===== config.mk =====
export PLATFORM = sky130hd
export DESIGN_NAME = mips_multicycle_core
export DESIGN_NICKNAME = d
export VERILOG_FILES = /design/src/rtl/mips_multicycle_core.sv
export SDC_FILE = /design/constraint.sdc
export NUM_CORES = 2
export LEC_CHECK = 0
export BUFFER_PORTS_ARGS = -buffer_cell sky130_fd_sc_hd__buf_2
export CAP_MARGIN = 20
export CORE_MARGIN = 5
export CORE_UTILIZATION = 55
export CTS_BUF_LIST = sky130_fd_sc_hd__clkbuf_4
export CTS_CLUSTER_SIZE = 10
export DETAILED_ROUTE_END_ITERATION = 6
export GPL_TIMING_DRIVEN = 0
export HOLD_SLACK_MARGIN = 0.02
export PLACE_DENSITY = 0.82
export SLEW_MARGIN = 10
export SYNTH_ARGS = -nofsm -noshare
export SYNTH_HDL_FRONTEND = slang
export SYNTH_SLANG_ARGS = --single-unit

===== constraint.sdc =====
create_clock -name CLK -period 5.9 [get_ports CLK]
set_clock_uncertainty 0.1 [all_clocks]
set_input_delay 1.18 -clock CLK [delete_from_list [all_inputs] [get_ports CLK]]
set_output_delay 1.18 -clock CLK [all_outputs]
set_load 0.05 [all_outputs]

===== src/rtl/mips_multicycle_core.sv =====
// mips_multicycle_core: multi-cycle MIPS subset core with one shared req/ready memory port.
// Define MIPS_MC_PERF_EN to add the perf_cycles/perf_instret counters.
module mips_multicycle_core #(
    parameter logic [31:0] RESET_PC = 32'h00003000,
    parameter int unsigned WAIT_MAX = 255
) (
    input  logic        CLK,
    input  logic        RESET,
    output logic        mem_req,
    output logic        mem_we,
    output logic [31:0] mem_addr,
    output logic [31:0] mem_wdata,
    input  logic [31:0] mem_rdata,
    input  logic        mem_ready,
    output logic        halted,
    output logic [1:0]  trap_cause,
    output logic [31:0] DATA,
    output logic [31:0] ADDRESS
`ifdef MIPS_MC_PERF_EN
    ,
    output logic [31:0] perf_cycles,
    output logic [31:0] perf_instret
`endif
);
    typedef enum logic [2:0] {FETCH, DECODE, EXEC, MEM, WB, TRAP} state_t;
    localparam logic [5:0] OP_R = 6'h00, OP_J = 6'h02, OP_BEQ = 6'h04, OP_ADDI = 6'h08, OP_LW = 6'h23, OP_SW = 6'h2b;

    state_t      state;
    logic [31:0] pc, ir, a, b, alu_out, mdr, wait_cnt;
    logic [1:0]  cause;
    logic [31:0] rf [32];
    logic [5:0]  op, funct;
    logic [4:0]  rs, rt, rd, shamt, wb_reg;
    logic [31:0] imm, alu, wb_val;
    logic        is_r, is_mem, legal, timeout;

    always_comb begin
        op      = ir[31:26];
        rs      = ir[25:21];
        rt      = ir[20:16];
        rd      = ir[15:11];
        shamt   = ir[10:6];
        funct   = ir[5:0];
        imm     = {{16{ir[15]}}, ir[15:0]};
        is_r    = op == OP_R;
        is_mem  = op == OP_LW || op == OP_SW;
        legal   = is_r ? funct inside {6'h20, 6'h22, 6'h24, 6'h25, 6'h2a, 6'h00, 6'h02}
                       : op inside {OP_J, OP_BEQ, OP_ADDI, OP_LW, OP_SW};
        alu     = !is_r ? a + imm :
                  funct == 6'h20 ? a + b :
                  funct == 6'h22 ? a - b :
                  funct == 6'h24 ? a & b :
                  funct == 6'h25 ? a | b :
                  funct == 6'h2a ? {31'd0, $signed(a) < $signed(b)} :
                  funct == 6'h00 ? b << shamt : b >> shamt;
        wb_reg  = is_r ? rd : rt;
        wb_val  = op == OP_LW ? mdr : alu_out;
        timeout = WAIT_MAX != 0 && wait_cnt == WAIT_MAX - 1;
    end

    // Requests are gated by RESET so an access in flight drops the instant reset asserts.
    assign mem_req    = RESET && (state == FETCH || state == MEM);
    assign mem_we     = mem_req && state == MEM && op == OP_SW;
    assign mem_addr   = !mem_req ? 32'd0 : state == FETCH ? {pc[31:2], 2'b00} : {alu_out[31:2], 2'b00};
    assign mem_wdata  = mem_we ? b : 32'd0;
    assign halted     = state == TRAP;
    assign trap_cause = cause;
    assign DATA       = state == WB && wb_reg != 5'd0 ? wb_val : 32'd0;
    assign ADDRESS    = pc;

    always_ff @(posedge CLK or negedge RESET) begin
        if (!RESET) begin
            state <= FETCH;
            pc    <= RESET_PC;
            {ir, a, b, alu_out, mdr, wait_cnt} <= '0;
            cause <= 2'b00;
        end else begin
            case (state)
                FETCH, MEM: begin
                    if (mem_ready) begin
                        wait_cnt <= '0;
                        if (state == FETCH) begin
                            ir <= mem_rdata;
                            pc <= pc + 32'd4;
                        end else mdr <= mem_rdata;
                        state <= state == FETCH ? DECODE : op == OP_SW ? FETCH : WB;
                    end else if (timeout) begin
                        state <= TRAP;
                        cause <= 2'b10;
                    end else wait_cnt <= wait_cnt + 32'd1;
                end
                DECODE: begin
                    a     <= rf[rs];
                    b     <= rf[rt];
                    state <= !legal ? TRAP : op == OP_J ? FETCH : EXEC;
                    if (!legal) cause <= 2'b01;
                    else if (op == OP_J) pc <= {pc[31:28], ir[25:0], 2'b00};
                end
                EXEC: begin
                    alu_out <= alu;
                    if (op == OP_BEQ) begin
                        if (a == b) pc <= pc + {imm[29:0], 2'b00};
                        state <= FETCH;
                    end else if (is_mem && alu[1:0] != 2'b00) begin
                        state <= TRAP;
                        cause <= 2'b11;
                    end else state <= is_mem ? MEM : WB;
                end
                WB: state <= FETCH;
                default: state <= TRAP;
            endcase
        end
    end

    always_ff @(posedge CLK or negedge RESET) begin
        if (!RESET) begin
            for (int i = 0; i < 32; i++) rf[i] <= '0;
        end else if (state == WB && wb_reg != 5'd0) rf[wb_reg] <= wb_val;
    end

`ifdef MIPS_MC_PERF_EN
    logic retire;
    assign retire = state == WB || (state == DECODE && legal && op == OP_J) ||
                    (state == EXEC && op == OP_BEQ) || (state == MEM && mem_ready && op == OP_SW);

    always_ff @(posedge CLK or negedge RESET) begin
        if (!RESET) begin
            perf_cycles  <= '0;
            perf_instret <= '0;
        end else begin
            if (state != TRAP) perf_cycles <= perf_cycles + 32'd1;
            if (retire) perf_instret <= perf_instret + 32'd1;
        end
    end
`endif
endmodule


==> run summary <==
The first global-routing pass estimated 439.5 mm of wire. Prior to clock tree synthesis, the placed netlist has a worst setup slack of -0.2896 ns. The power per cell area came out at 508.9 mW/mm2. The number of clock sinks came out at 1251.

Of all cell types, the one taking the most synthesized area is sky130_fd_sc_hd__dfrtp_1. Summed over all failing endpoints, the final setup total negative slack is -0.3203 ns. Setup repair after global routing could not meet its margin everywhere.

The horizontal die dimension came out at 376.3 um. The initial core utilization came out at 55.28%. During synthesis, Yosys emitted a total of 0 warnings. The number of slew-limit violations in the final report is 0. The overall die area is 0.1416 mm2. The total track usage is 42.53%.

Counting the buffers created by CTS gives 337. For this run, design rule violations remaining after detail routing come to 0. Setup violations remaining at the end of the flow were counted as 7.

The area share of the largest cell type after synthesis came out at 42.36%. The synthesized flop and latch total is 1251. The pin slew with the least headroom to its limit came out at 1.254 ns.

The remaining number of nets flagged by the antenna check after routing came out at 0. Derived from the worst setup path, the maximum achievable clock frequency is 0.1677 GHz. After synthesis, the share of flip-flops with an asynchronous set or reset is 100.0%. The leading register cell type out of synthesis is sky130_fd_sc_hd__dfrtp_1. In the finished design, the share of the clock period the worst path needs comes to 101.1%.

The multi-input combinational cells in the finished layout cover a total of 0.03962 mm2. The area of the core region came out at 0.1335 mm2. The final routed wire length divided by cell count came out at 31.81 um. The DRC violation total after the first TritonRoute iteration came out at 10340.

The tool flagged a number of max-cap violations equal to 0. The final estimated routing congestion in global placement came out at 1.055. The analysis attributes to cell leakage a power of 34.52 nW. The routed layout has 65750 vias. The finished cells cover 0.08201 mm2. The clock tree synthesis step divided the H-tree into 5 levels. The half-perimeter wire length after placement is 236.5 mm. The worst-case vdd ir drop came out at 0.3371 mV.

The checks that failed: setup timing. The first-pass iteration count of the detailed router is 7. By count the netlist is led by sky130_fd_sc_hd__dfrtp_1 (1249), sky130_fd_sc_hd__nand2_1 (1102), sky130_fd_sc_hd__o21ai_0 (973).

The share of post-route cells with drive strength above 1 came out at 21.91%. The sum of routed wire length over all layers came out at 303.8 mm. The number of filler cells placed in the layout is 10850. The worst register-to-register path has a setup slack of 0.09 ns. The number of antenna violations at the first check in global routing came out at 13. In this run the tightest slew margin relative to its limit is 16.42%. The final count of hold timing violations came out at 0. The path class of the tightest hold or removal check is in2reg.

The area growth from synthesis to layout came out at 11.16%. The total global routing overflow came out at 0. Summing all placed instances gives a cell area of 0.07732 mm2. The post-route total power came out at 41.74 mW. Registers take 0.03131 mm2. The critical path data required time is 4.62 ns. Entering global routing, the biggest net connects 160 pins. The number of instances in the synthesized netlist is 7003. The number of vias per cell after detailed routing is 6.884. The clock-pin slew reported for the worst setup and hold paths after clock tree synthesis came out at 0.06 ns. The largest fanout of any net on the critical path is 10. STA classifies the critical path endpoint as an output port.

Averaged over all synthesized cells, the footprint is 10.54 um2. The buffer depth of the longest clock path came out at 4. The die extent in y is 376.3 um. The data arrival at the endpoint of the critical path came out at 4.68 ns.

The count of input and output buffers came out at 163. The via count of the first global-routing pass is 65740. In the post-synthesis netlist, the biggest area contributors are sky130_fd_sc_hd__dfrtp_1 (42%), sky130_fd_sc_hd__mux4_2 (22%), sky130_fd_sc_hd__o21ai_0 (6.6%). The number of placement rows came out at 134. On the final layout, the worst hold slack is 0.09949 ns. The flow ran to the end, but the final reports show violations. The number of distinct library cell variants in the gate-level netlist after synthesis is 89.

The type of the setup path with the least slack is reg2out. The worst setup margin is -0.06410 ns. The most common cell in the synthesized netlist is sky130_fd_sc_hd__dfrtp_1. The synthesized cell area is 0.07378 mm2. The number of ports placed on the die boundary is 168.

The worst setup path is launched from a register. The final-stage net count came out at 7756. TritonCTS built the clock tree.

Subtracting the final worst setup slack from the clock period gives 5.964 ns. The root buffer cell chosen for the clock tree is sky130_fd_sc_hd__clkbuf_4. The synthesized design contains 0 enable-type register cells. Of the synthesized area, sequential elements account for 42.43%. The clock insertion delay at the later pin of the skew report came out at 1.36 ns.
-- registers in the layout (all words and copies together) (netlist names) --
| signal | flops |
|---|---|
| a | 32 |
| mdr | 32 |
| ADDRESS | 30 |
| state | 3 |
| alu_out | 32 |
| trap_cause | 2 |
| wait_cnt | 32 |
| b | 32 |
| ir | 32 |
| rf | 1024 |
-- repair_timing --
item	4_1_cts	5_1_grt
hold endpoints to repair	158	0
pin swaps	1	0
setup endpoints to repair	75	37
setup buffers	3	0
hold buffers	25	0
resized for setup	83	18
-- critical path, cell delays in order (launching register included) --
cell and delay (ns):
sky130_fd_sc_hd__dfrtp_1 0.69, sky130_fd_sc_hd__nand4b_1 0.22, sky130_fd_sc_hd__or3_1 0.12, sky130_fd_sc_hd__clkbuf_1 0.48
sky130_fd_sc_hd__clkbuf_4 0.50, sky130_fd_sc_hd__mux2i_2 0.62, sky130_fd_sc_hd__clkbuf_2 0.44, sky130_fd_sc_hd__nor2_1 0.08
sky130_fd_sc_hd__buf_2 0.22
-- metrics by stage --
| stage | util (%) | instances |
|---|---|---|
| 2_1_floorplan | - | 7006 |
| 3_3_place_gp | 57.56 | 8937 |
| 3_5_place_dp | 57.94 | 8962 |
| 4_1_cts | 61.28 | 9534 |
| 5_1_grt | 61.45 | 9549 |
| 6_report | 61.45 | 9551 |
-- per-layer routing --
| layer | vias to the layer above | share of wire, % | track usage (%) |
|---|---|---|---|
| met1 | 32670 | 34 | 52.50 |
| met2 | 5107 | 45 | 64.96 |
| met5 | - | 0.063 | 0.4803 |
| met4 | 18 | 8.0 | 26.61 |
| met3 | 1139 | 13 | 14.16 |
| li1 | 26820 | - | - |
-- path summary, 6_finish.rpt --
check                              start  depth (start not counted)           to
max                               ir[28]                          8     DATA[16]
min                        mem_rdata[17]                          2      mdr[17]
max reg2reg                        ir[1]                         14  alu_out[28]
min reg2reg                     rf[1022]                          1     rf[1022]
max in group asynchronous          RESET                          6     rf[1000]
min in group asynchronous          RESET                          3  alu_out[18]
-- power by group --
group | internal (mW) | switching (mW)
logic | 7.86 | 14.0
registers | 10.2 | 2.21
clock network | 3.64 | 3.78
-- cell usage in the layout (no fill, tap or decap), drive strengths merged, types with 92 or more instances in the layout --
master / count
dfrtp: 1249
ha: 158
clkbuf: 926
o21ai: 1024
buf: 406
mux2i: 160
inv: 127
nor3: 92
mux4: 707
nand2: 1102
a21oi: 466
nor2: 505
-- cell families (layout without fill, tap and decap cells) --
group	count (synthesis)	in the layout	share of synthesized area, %
multiplexers	933	933	24.76
AND/OR/NAND/NOR	1948	1948	11.02
adder cells (fa/ha/maj)	163	163	2.801
buffers and inverters	802	1568	4.348
flip-flops	1251	1251	42.43
AO/OA/AOI/OAI	1827	1827	13.71
XOR/XNOR	78	78	0.9259
other	1	15	0.005083
-- layout make-up --
class | instances | area share (%)
Multi-Input combinational cell | 4953 | 48.31
Sequential cell | 1251 | 38.18
Clock buffer | 462 | 4.229
Buffer | 667 | 3.395
Tap cell | 1768 | 2.697
Timing Repair Buffer | 225 | 2.115
Inverter | 124 | 0.5675
Clock inverter | 90 | 0.4775
Antenna cell | 11 | 0.03356
Power figures use the tool's default switching activity.
